[src/rtl/io_bus_arbiter.sv]
// rtl/io_bus_arbiter.sv - round-robin arbiter merging core IO requests onto one external IO bus
module io_bus_arbiter #(
  parameter int NUM_REQUESTERS   = 4,
  parameter int ADDR_WIDTH       = 32,
  parameter int DATA_WIDTH       = 32,
  parameter int THREAD_IDX_WIDTH = 2,
  parameter int TIMEOUT_CYCLES   = 256,
  localparam int REQ_IDX_WIDTH   = (NUM_REQUESTERS > 1) ? $clog2(NUM_REQUESTERS) : 1
) (
  input  logic                                         clk,
  input  logic                                         reset_n,
  input  logic [NUM_REQUESTERS-1:0]                    req_valid,
  input  logic [NUM_REQUESTERS-1:0]                    req_is_store,
  input  logic [NUM_REQUESTERS*ADDR_WIDTH-1:0]         req_address,
  input  logic [NUM_REQUESTERS*DATA_WIDTH-1:0]         req_write_data,
  input  logic [NUM_REQUESTERS*THREAD_IDX_WIDTH-1:0]   req_thread_idx,
  output logic [NUM_REQUESTERS-1:0]                    req_ready,
  output logic                                         rsp_valid,
  output logic [REQ_IDX_WIDTH-1:0]                     rsp_requester,
  output logic [THREAD_IDX_WIDTH-1:0]                  rsp_thread_idx,
  output logic [DATA_WIDTH-1:0]                        rsp_read_value,
  output logic                                         rsp_error,
  output logic                                         io_read_en,
  output logic                                         io_write_en,
  output logic [ADDR_WIDTH-1:0]                        io_address,
  output logic [DATA_WIDTH-1:0]                        io_write_data,
  input  logic                                         io_ack,
  input  logic [DATA_WIDTH-1:0]                        io_read_data
);

  // Counter is wide enough to hold TIMEOUT_CYCLES itself; with the timeout
  // disabled it collapses to a single saturating bit that is never compared.
  localparam int CNT_WIDTH = (TIMEOUT_CYCLES > 0) ? $clog2(TIMEOUT_CYCLES + 1) : 1;
  localparam bit TIMEOUT_EN = (TIMEOUT_CYCLES != 0);
  localparam logic [CNT_WIDTH-1:0] TERM_COUNT =
    CNT_WIDTH'((TIMEOUT_CYCLES == 0) ? 0 : TIMEOUT_CYCLES - 1);
  localparam logic [REQ_IDX_WIDTH-1:0] LAST_IDX = REQ_IDX_WIDTH'(NUM_REQUESTERS - 1);

  typedef enum logic {
    IDLE = 1'b0,
    BUS  = 1'b1
  } state_t;

  state_t                      state;
  logic [REQ_IDX_WIDTH-1:0]    last_grant;
  logic [REQ_IDX_WIDTH-1:0]    cur_requester;
  logic [THREAD_IDX_WIDTH-1:0] cur_thread;
  logic [CNT_WIDTH-1:0]        timeout_count;

  logic                        grant_found;
  logic [REQ_IDX_WIDTH-1:0]    grant_idx;
  logic [REQ_IDX_WIDTH-1:0]    cand_idx;
  int                          cand_pos;

  logic                        sel_is_store;
  logic [ADDR_WIDTH-1:0]       sel_address;
  logic [DATA_WIDTH-1:0]       sel_write_data;
  logic [THREAD_IDX_WIDTH-1:0] sel_thread;

  // Round-robin search: first valid requester at or after last_grant+1, wrapping.
  always_comb begin
    grant_found = 1'b0;
    grant_idx   = '0;
    cand_idx    = '0;
    cand_pos    = 0;
    for (int i = 0; i < NUM_REQUESTERS; i++) begin
      cand_pos = int'(last_grant) + 1 + i;
      if (cand_pos >= NUM_REQUESTERS) begin
        cand_pos = cand_pos - NUM_REQUESTERS;
      end
      cand_idx = REQ_IDX_WIDTH'(cand_pos);
      if (!grant_found && req_valid[cand_idx]) begin
        grant_found = 1'b1;
        grant_idx   = cand_idx;
      end
    end
  end

  // Accept pulse is only offered while the bus is free.
  always_comb begin
    req_ready = '0;
    if (state == IDLE && grant_found) begin
      req_ready[grant_idx] = 1'b1;
    end
  end

  // Pick the winning requester's payload out of the flattened request buses.
  always_comb begin
    sel_is_store   = req_is_store[grant_idx];
    sel_address    = req_address[int'(grant_idx)*ADDR_WIDTH +: ADDR_WIDTH];
    sel_write_data = req_write_data[int'(grant_idx)*DATA_WIDTH +: DATA_WIDTH];
    sel_thread     = req_thread_idx[int'(grant_idx)*THREAD_IDX_WIDTH +: THREAD_IDX_WIDTH];
  end

  // Transaction FSM: latch a grant, hold the strobe until ack or timeout, then respond.
  always_ff @(posedge clk or negedge reset_n) begin
    if (!reset_n) begin
      state          <= IDLE;
      last_grant     <= LAST_IDX;
      cur_requester  <= '0;
      cur_thread     <= '0;
      timeout_count  <= '0;
      io_read_en     <= 1'b0;
      io_write_en    <= 1'b0;
      io_address     <= '0;
      io_write_data  <= '0;
      rsp_valid      <= 1'b0;
      rsp_requester  <= '0;
      rsp_thread_idx <= '0;
      rsp_read_value <= '0;
      rsp_error      <= 1'b0;
    end else begin
      rsp_valid <= 1'b0;
      case (state)
        IDLE: begin
          if (grant_found) begin
            state         <= BUS;
            last_grant    <= grant_idx;
            cur_requester <= grant_idx;
            cur_thread    <= sel_thread;
            io_address    <= sel_address;
            io_write_data <= sel_write_data;
            io_write_en   <= sel_is_store;
            io_read_en    <= !sel_is_store;
            timeout_count <= '0;
          end
        end
        BUS: begin
          if (io_ack) begin
            // Ack has priority over a coincident terminal count.
            state          <= IDLE;
            io_read_en     <= 1'b0;
            io_write_en    <= 1'b0;
            rsp_valid      <= 1'b1;
            rsp_requester  <= cur_requester;
            rsp_thread_idx <= cur_thread;
            rsp_read_value <= io_write_en ? '0 : io_read_data;
            rsp_error      <= 1'b0;
          end else if (TIMEOUT_EN && timeout_count == TERM_COUNT) begin
            state          <= IDLE;
            io_read_en     <= 1'b0;
            io_write_en    <= 1'b0;
            rsp_valid      <= 1'b1;
            rsp_requester  <= cur_requester;
            rsp_thread_idx <= cur_thread;
            rsp_read_value <= '0;
            rsp_error      <= 1'b1;
          end else if (timeout_count != '1) begin
            timeout_count <= timeout_count + CNT_WIDTH'(1);
          end
        end
        default: begin
          state <= IDLE;
        end
      endcase
    end
  end

endmodule

[config.mk]
export PLATFORM = sky130hd
export DESIGN_NAME = io_bus_arbiter
export DESIGN_NICKNAME = d
export VERILOG_FILES = /design/src/rtl/io_bus_arbiter.sv
export SDC_FILE = /design/constraint.sdc
export NUM_CORES = 1
export LEC_CHECK = 0
export CORE_AREA = 2 2 160 162
export DETAILED_ROUTE_END_ITERATION = 10
export DIE_AREA = 0 0 162 164
export GPL_TIMING_DRIVEN = 0
export HOLD_SLACK_MARGIN = 0.1
export PLACE_DENSITY = 0.71
export SYNTH_ARGS = -nofsm -noshare
export SYNTH_HDL_FRONTEND = slang
export SYNTH_SLANG_ARGS = --single-unit
[constraint.sdc]
create_clock -name clk -period 6.75 [get_ports clk]
set_clock_uncertainty 0.05 [all_clocks]
set_input_delay 1.0125 -clock clk [delete_from_list [all_inputs] [get_ports clk]]
set_output_delay 1.0125 -clock clk [all_outputs]
set_load 0.02 [all_outputs]
### After elaboration in Yosys (flattened, before gate mapping)

Index checks and enable logic that the tools add are counted.

| storage, ports and cells | value |
|---|---|
| bits in registers | 120 |
| bits of input ports | 307 |
| output and inout bits | 108 |
| word-level logic and storage cells | 110 |

| operators by class | value |
|---|---|
| add/subtract/negate cells | 9 |
| order comparisons | 10 |
| eq/ne operators | 7 |
| shift operators | 3 |
| mux-type cells | 52 |
| bitwise logic cells | 1 |
| reductions and logical operators | 14 |

Operators by type and width:

| operator | number |
|---|---|
| $shiftx 128x8->32 | 2 |
| $mux 32 | 3 |
| $mux 9 | 4 |
| $mux 2 | 12 |
| $mux 1 | 22 |
| $pmux 9 s2 | 1 |
| $lt 2x3->1 const B | 5 |
| $ge 4x3->1 const B | 3 |
| $bmux 1 s2 | 5 |
| $add 9x1->9 const B | 1 |
| $eq 9x8->1 const B | 1 |
| $ne 9x9->1 const B | 1 |
| $add 3x2->4 const B | 2 |
| $shiftx 8x4->2 | 1 |
| $sub 2x1->2 const B | 4 |
| $ne 2x2->1 const B | 3 |
| $pmux 1 s2 | 3 |
| $reduce_and 2->1 | 3 |
| $logic_and 1x1->1 | 5 |
| $add 3x1->4 const B | 1 |
| $logic_not 1->1 | 4 |
| $mux 4 | 1 |
| $reduce_and 4->1 | 1 |
| $add 2x1->3 const B | 1 |
| other kinds (7) | 7 |

### Logic depth before layout (Yosys ltp)

| depth | value |
|---|---|
| word-level depth | 20 |
| depth in mapped cells | 9 |
| gate-level depth less buffers | 9 |

### Worst setup path after synthesis

Ideal clock, no wire load.

| timing | value |
|---|---|
| path kind | in2out |
| start | in req_valid[3] |
| end | out req_ready[0] |
| arrival time | 2.122 ns |
| required time | 5.688 ns |
| path slack | 3.565 ns |
| cell stages on the path | 5 |
| buffers on the path | 1 |
| path through | and3b_1 -> o32ai_2 -> nand2_1 -> clkbuf_1 -> nor2_1 |

| on the way | value |
|---|---|
| cells in the longest elaborated chain, start to end | 17 |
| elaborated cells between the ends (all ways) | 29 |

Ends and longest elaborated chain:

| what | RTL line | source |
|---|---|---|
| from (decl) | 12 | `input logic [NUM_REQUESTERS-1:0] req_valid,` |
| $bmux 1 s2 | 72 | `if (!grant_found && req_valid[cand_idx]) begin` |
| $mux 1 (not written as such) | 72 |  |
| $mux 1 | 72 |  |
| $logic_not 1->1 | 72 |  |
| $logic_and 1x1->1 | 72 |  |
| $mux 1 | 72 |  |
| $logic_not 1->1 | 72 |  |
| $logic_and 1x1->1 | 72 |  |
| $mux 1 | 72 |  |
| $logic_not 1->1 | 72 |  |
| $logic_and 1x1->1 | 72 |  |
| $mux 2 | 72 |  |
| $lt 2x3->1 (not written as such) or $ge 2x1->1 (tied branches) | 83 | `req_ready[grant_idx] = 1'b1;` |
| $logic_and 1x1->1 (not written as such) | 83 |  |
| $mux 1 (not written as such) | 83 |  |
| $demux 1 s2 | 83 |  |
| $mux 4 (*) | 82 | `if (state == IDLE && grant_found) begin` |
| to (decl) | 17 | `output logic [NUM_REQUESTERS-1:0] req_ready,` |

Every way passes the cells marked *; elsewhere a longest branch is shown, timed or not. The select of a mux whose other input is x is not followed.

### Worst setup path after layout

| timing | value |
|---|---|
| start | in req_valid[3] |
| end | out req_ready[1] |

The elaborated chain is that of the path after synthesis.

==> summary.txt <==
Die
  • Die W: 162 um
  • # IOs: between 400 and 500
  • Die Area: 26600 um^2
  • Core Area: ~25000 um^2
  • Initial Util: 25.7%
  • Die height: about 160 um
  • Placement Rows: between 50 and 60

GRT
  • GRT overflow: 0
  • GRT Total Usage: 19.0%
  • First-pass GRT wire length: 38500 um
  • Pin count of the biggest net entering global routing: 76
  • Vias in the first global route: 6751
  • Initial antenna violation count: 0

Clock tree
  • Root Driver: clkbuf_16
  • Post-CTS setup buffers: 0
  • Resized Gates After CTS: 0
  • CTS Hold Buffers Added: 0
  • CTS Buf Count: 17
  • Clock Sinks: 120
  • CTS tree: built
  • CTS clk-pin slew, worst paths: around 60 ps
  • Clock latency on the worst-skew pair: between 400 and 500 ps
  • H-Tree Depth: 4
  • CTS max path bufs: 2

Routing
  • Via/cell ratio: 4.69
  • Via count: 6529
  • Antenna Nets Post-Route: 0
  • Residual DRC: 0
  • Met3 WL: 1920 um
  • Routed length on met1: between 10000 and 15000 um
  • Routed Wire Length: 25900 um
  • Detail Route met2 WL: about 13000 um
  • Top layer in use: met4
  • Iter 0 DRT Violations: 241
  • Initial DRT Pass Iterations: 5
  • WL/cell: around 19 um

Worst setup path
  • Slowest-stage cell, CP: clkdlybuf4s50_1
  • Req. time, crit path: 5690 ps
  • CP Buf/Inv Count: 3
  • Worst Path Arrival: 3500 ps
  • Worst r2r src: timeout_count[0]
  • Crit path launch: req_valid[3]
  • Startpoint type of the worst setup path: primary input
  • CP cell instances: clkdlybuf4s50_1 > nor4_2 > nor2_1 > nand2_1 > clkbuf_1 > nor2_1 > clkdlybuf4s50_1
  • CP max FO: 10
  • Family with the most delay on the worst path: buffers and inverters
  • CP endpoint kind: output port
  • CP max stage delay: ~550 ps
  • WS Path Type: primary input to output port

Logic synthesis
  • EDFF count, synth: 0
  • Post-Syn Instances: just over 600
  • Post-synthesis register bit count: 120
  • Synth Flop Type: dfrtp_1
  • Synth Area per Inst: roughly 10 um^2
  • Mapped Nets: a little over 900
  • Distinct cells, synth: 39
  • Sequential fraction of the synthesis area: 47.1%
  • Async set-reset flop share out of synthesis: 100%
  • Mapped cell area: 6370 um^2
  • Syn. warnings: 0

Power
  • Net Sw Frac: slightly above 40%
  • Int Power: 2.71 mW
  • Seq pwr share: approximately a quarter
  • Gate power share: roughly 54%
  • Pwr dens: 395 nW/um^2
  • Clk network pwr share: 20.1%
  • Leakage: 4.99 nW
  • Switching Power: 1.85 mW
  • Peak supply drop: 160 uV

Cells and area
  • NumNets Final: 1359
  • Share of layout cells above drive strength 1: 7.06%
  • FILL cells: 2436
  • Fin util: 46.5%
  • Non-Filler Instances: 1392
  • Diodes inserted: 0
  • Area grow syn2layout: 81.2%

Min path
  • Worst hold-check path type: flip-flop to flip-flop
  • Worst hold start: rsp_read_value[31]

Status
  • Outcome: finished clean

Timing
  • Worst relative slew slack: around half
  • Slew Limit Fails: 0
  • Post-route setup slack: 2180 ps
  • Unrepaired setup endpoints after global routing: false
  • Fmax: 219 MHz
  • # setup viols final: 0
  • Final Hold Viols: 0
  • Fin crit period: 4570 ps
  • Share of the clock period used by the worst path: 67.6%
  • Worst-Margin Slew: 772 ps

Placed design
  • Place WS: 2090 ps
  • Placed wire-length estimate: 20500 um
  • RD Place Congestion: approximately 0.85
  • Placed cell count: between 1000 and 1500
  • # port buffers: 414

Run
  • Total of max-cap violations: 0
==> worst paths after layout <==
kind                                      end  slack [ps]  cells after the start
setup / recovery                 req_ready[1]        2180                      7
hold / removal             rsp_read_value[31]         430                      2
setup reg to reg            rsp_thread_idx[0]        4090                      7
hold reg to reg            rsp_read_value[31]         430                      2
max in group asynchronous    io_write_data[5]        5420                      2
min in group asynchronous      io_address[24]         470                      1
==> sequential cells by signal, summed over array words and instances, names as in the netlist, 9 cells and up <==
| register | flops |
|---|---|
| timeout_count | 9 |
| rsp_read_value | 32 |
| io_address | 32 |
| io_write_data | 32 |
==> cells in the mapped netlist (2+ instances only) <==
library cell | instances | share of area [%]
a211oi_1 | 2 | 0.24
a21oi_1 | 4 | 0.31
and3_1 | 3 | 0.29
and3b_1 | 2 | 0.27
buf_2 | 11 | 0.86
buf_4 | 13 | 1.5
buf_6 | 3 | 0.53
clkbuf_1 | 24 | 1.4
dfrtp_1 | 118 | 46
dfstp_2 | 2 | 0.82
ha_1 | 3 | 0.59
inv_1 | 4 | 0.24
mux2_2 | 4 | 0.71
mux2i_1 | 134 | 21
nand2_1 | 139 | 8.2
nand2b_1 | 2 | 0.20
nand3_1 | 2 | 0.16
nand4_1 | 3 | 0.29
nor2_1 | 16 | 0.94
nor2b_1 | 2 | 0.20
nor3b_1 | 2 | 0.24
o21ai_0 | 36 | 2.8
o221ai_1 | 66 | 9.1
xor2_1 | 5 | 0.69
==> worst register-to-register path, delay by kind of cell, from the launching register on <==
| kind | cells | cell delay [ps] |
|---|---|---|
| muxes | 1 | 390 |
| adders and majority gates | 2 | 460 |
| and+or+nand+nor | 2 | 140 |
| buffers and inverters | 1 | 490 |
| DFF | 1 | 410 |
| AOI/OAI and AO/OA | 1 | 620 |
==> layer usage <==
metal,track usage (%),vias to the layer above
met5,0,-
met4,4.14,0
met3,5.20,18
met2,33.6,278
met1,23.3,3126
li1,-,3107
==> cell type report <==
cell class | count | area, um^2 | area share, %
repair buffers | 415 | 4170 | 36.1
multi-input cells | 440 | 3080 | 26.6
flip-flops and latches | 120 | 3010 | 26.0
clock buffers | 17 | 425 | 3.68
well taps | 330 | 413 | 3.57
plain buffers | 51 | 277 | 2.39
clock inverters | 15 | 164 | 1.42
inverters | 4 | 15.0 | 0.130
==> cell families after synthesis <==
family | synth area share (%)
simple gates | 11.5
mux | 21.7
flops | 47.1
compound gates | 13.6
buf+inv | 4.57
xor+xnor | 0.824
fa+ha+maj | 0.589
==> cells in the final DEF (no fill, tap or decap), types with 3 or more instances in the layout <==
cell type        Yosys  layout
o221ai_1            66      66
mux2_2               4       4
clkbuf_1            24      24
buf_4               13      13
and3_1               3       3
nand2_1            139     139
ha_1                 3       3
mux2i_1            134     134
inv_6                0       7
xor2_1               5       5
a21oi_1              4       4
clkbuf_16            0      17
nand4_1              3       3
buf_6                3       4
dfrtp_1            118     118
clkdlybuf4s50_1      0     413
nor2_1              16      16
inv_1                4       4
o21ai_0             36      36
buf_2               11      11
==> stage by stage <==
stage	area [um^2]	power (mW)	TNS (ps)	hold WS [ps]
floorplan	6370	2.52	0	393
global placement	10900	3.65	-40830	405
detailed placement	11000	3.69	0	414
CTS	11500	4.63	0	429
global route	11500	4.85	0	447
finish	11500	4.56	0	425
==> power groups by stage <==
stage	sequential, mW	clock (mW)	combinational, mW
global route	1.24	0.970	2.64
floorplan	1.53	0	0.993
CTS	1.20	0.941	2.48
detailed placement	1.21	0	2.48
finish	1.20	0.919	2.44
global placement	1.20	0	2.45
Power figures use the tool's default switching activity.
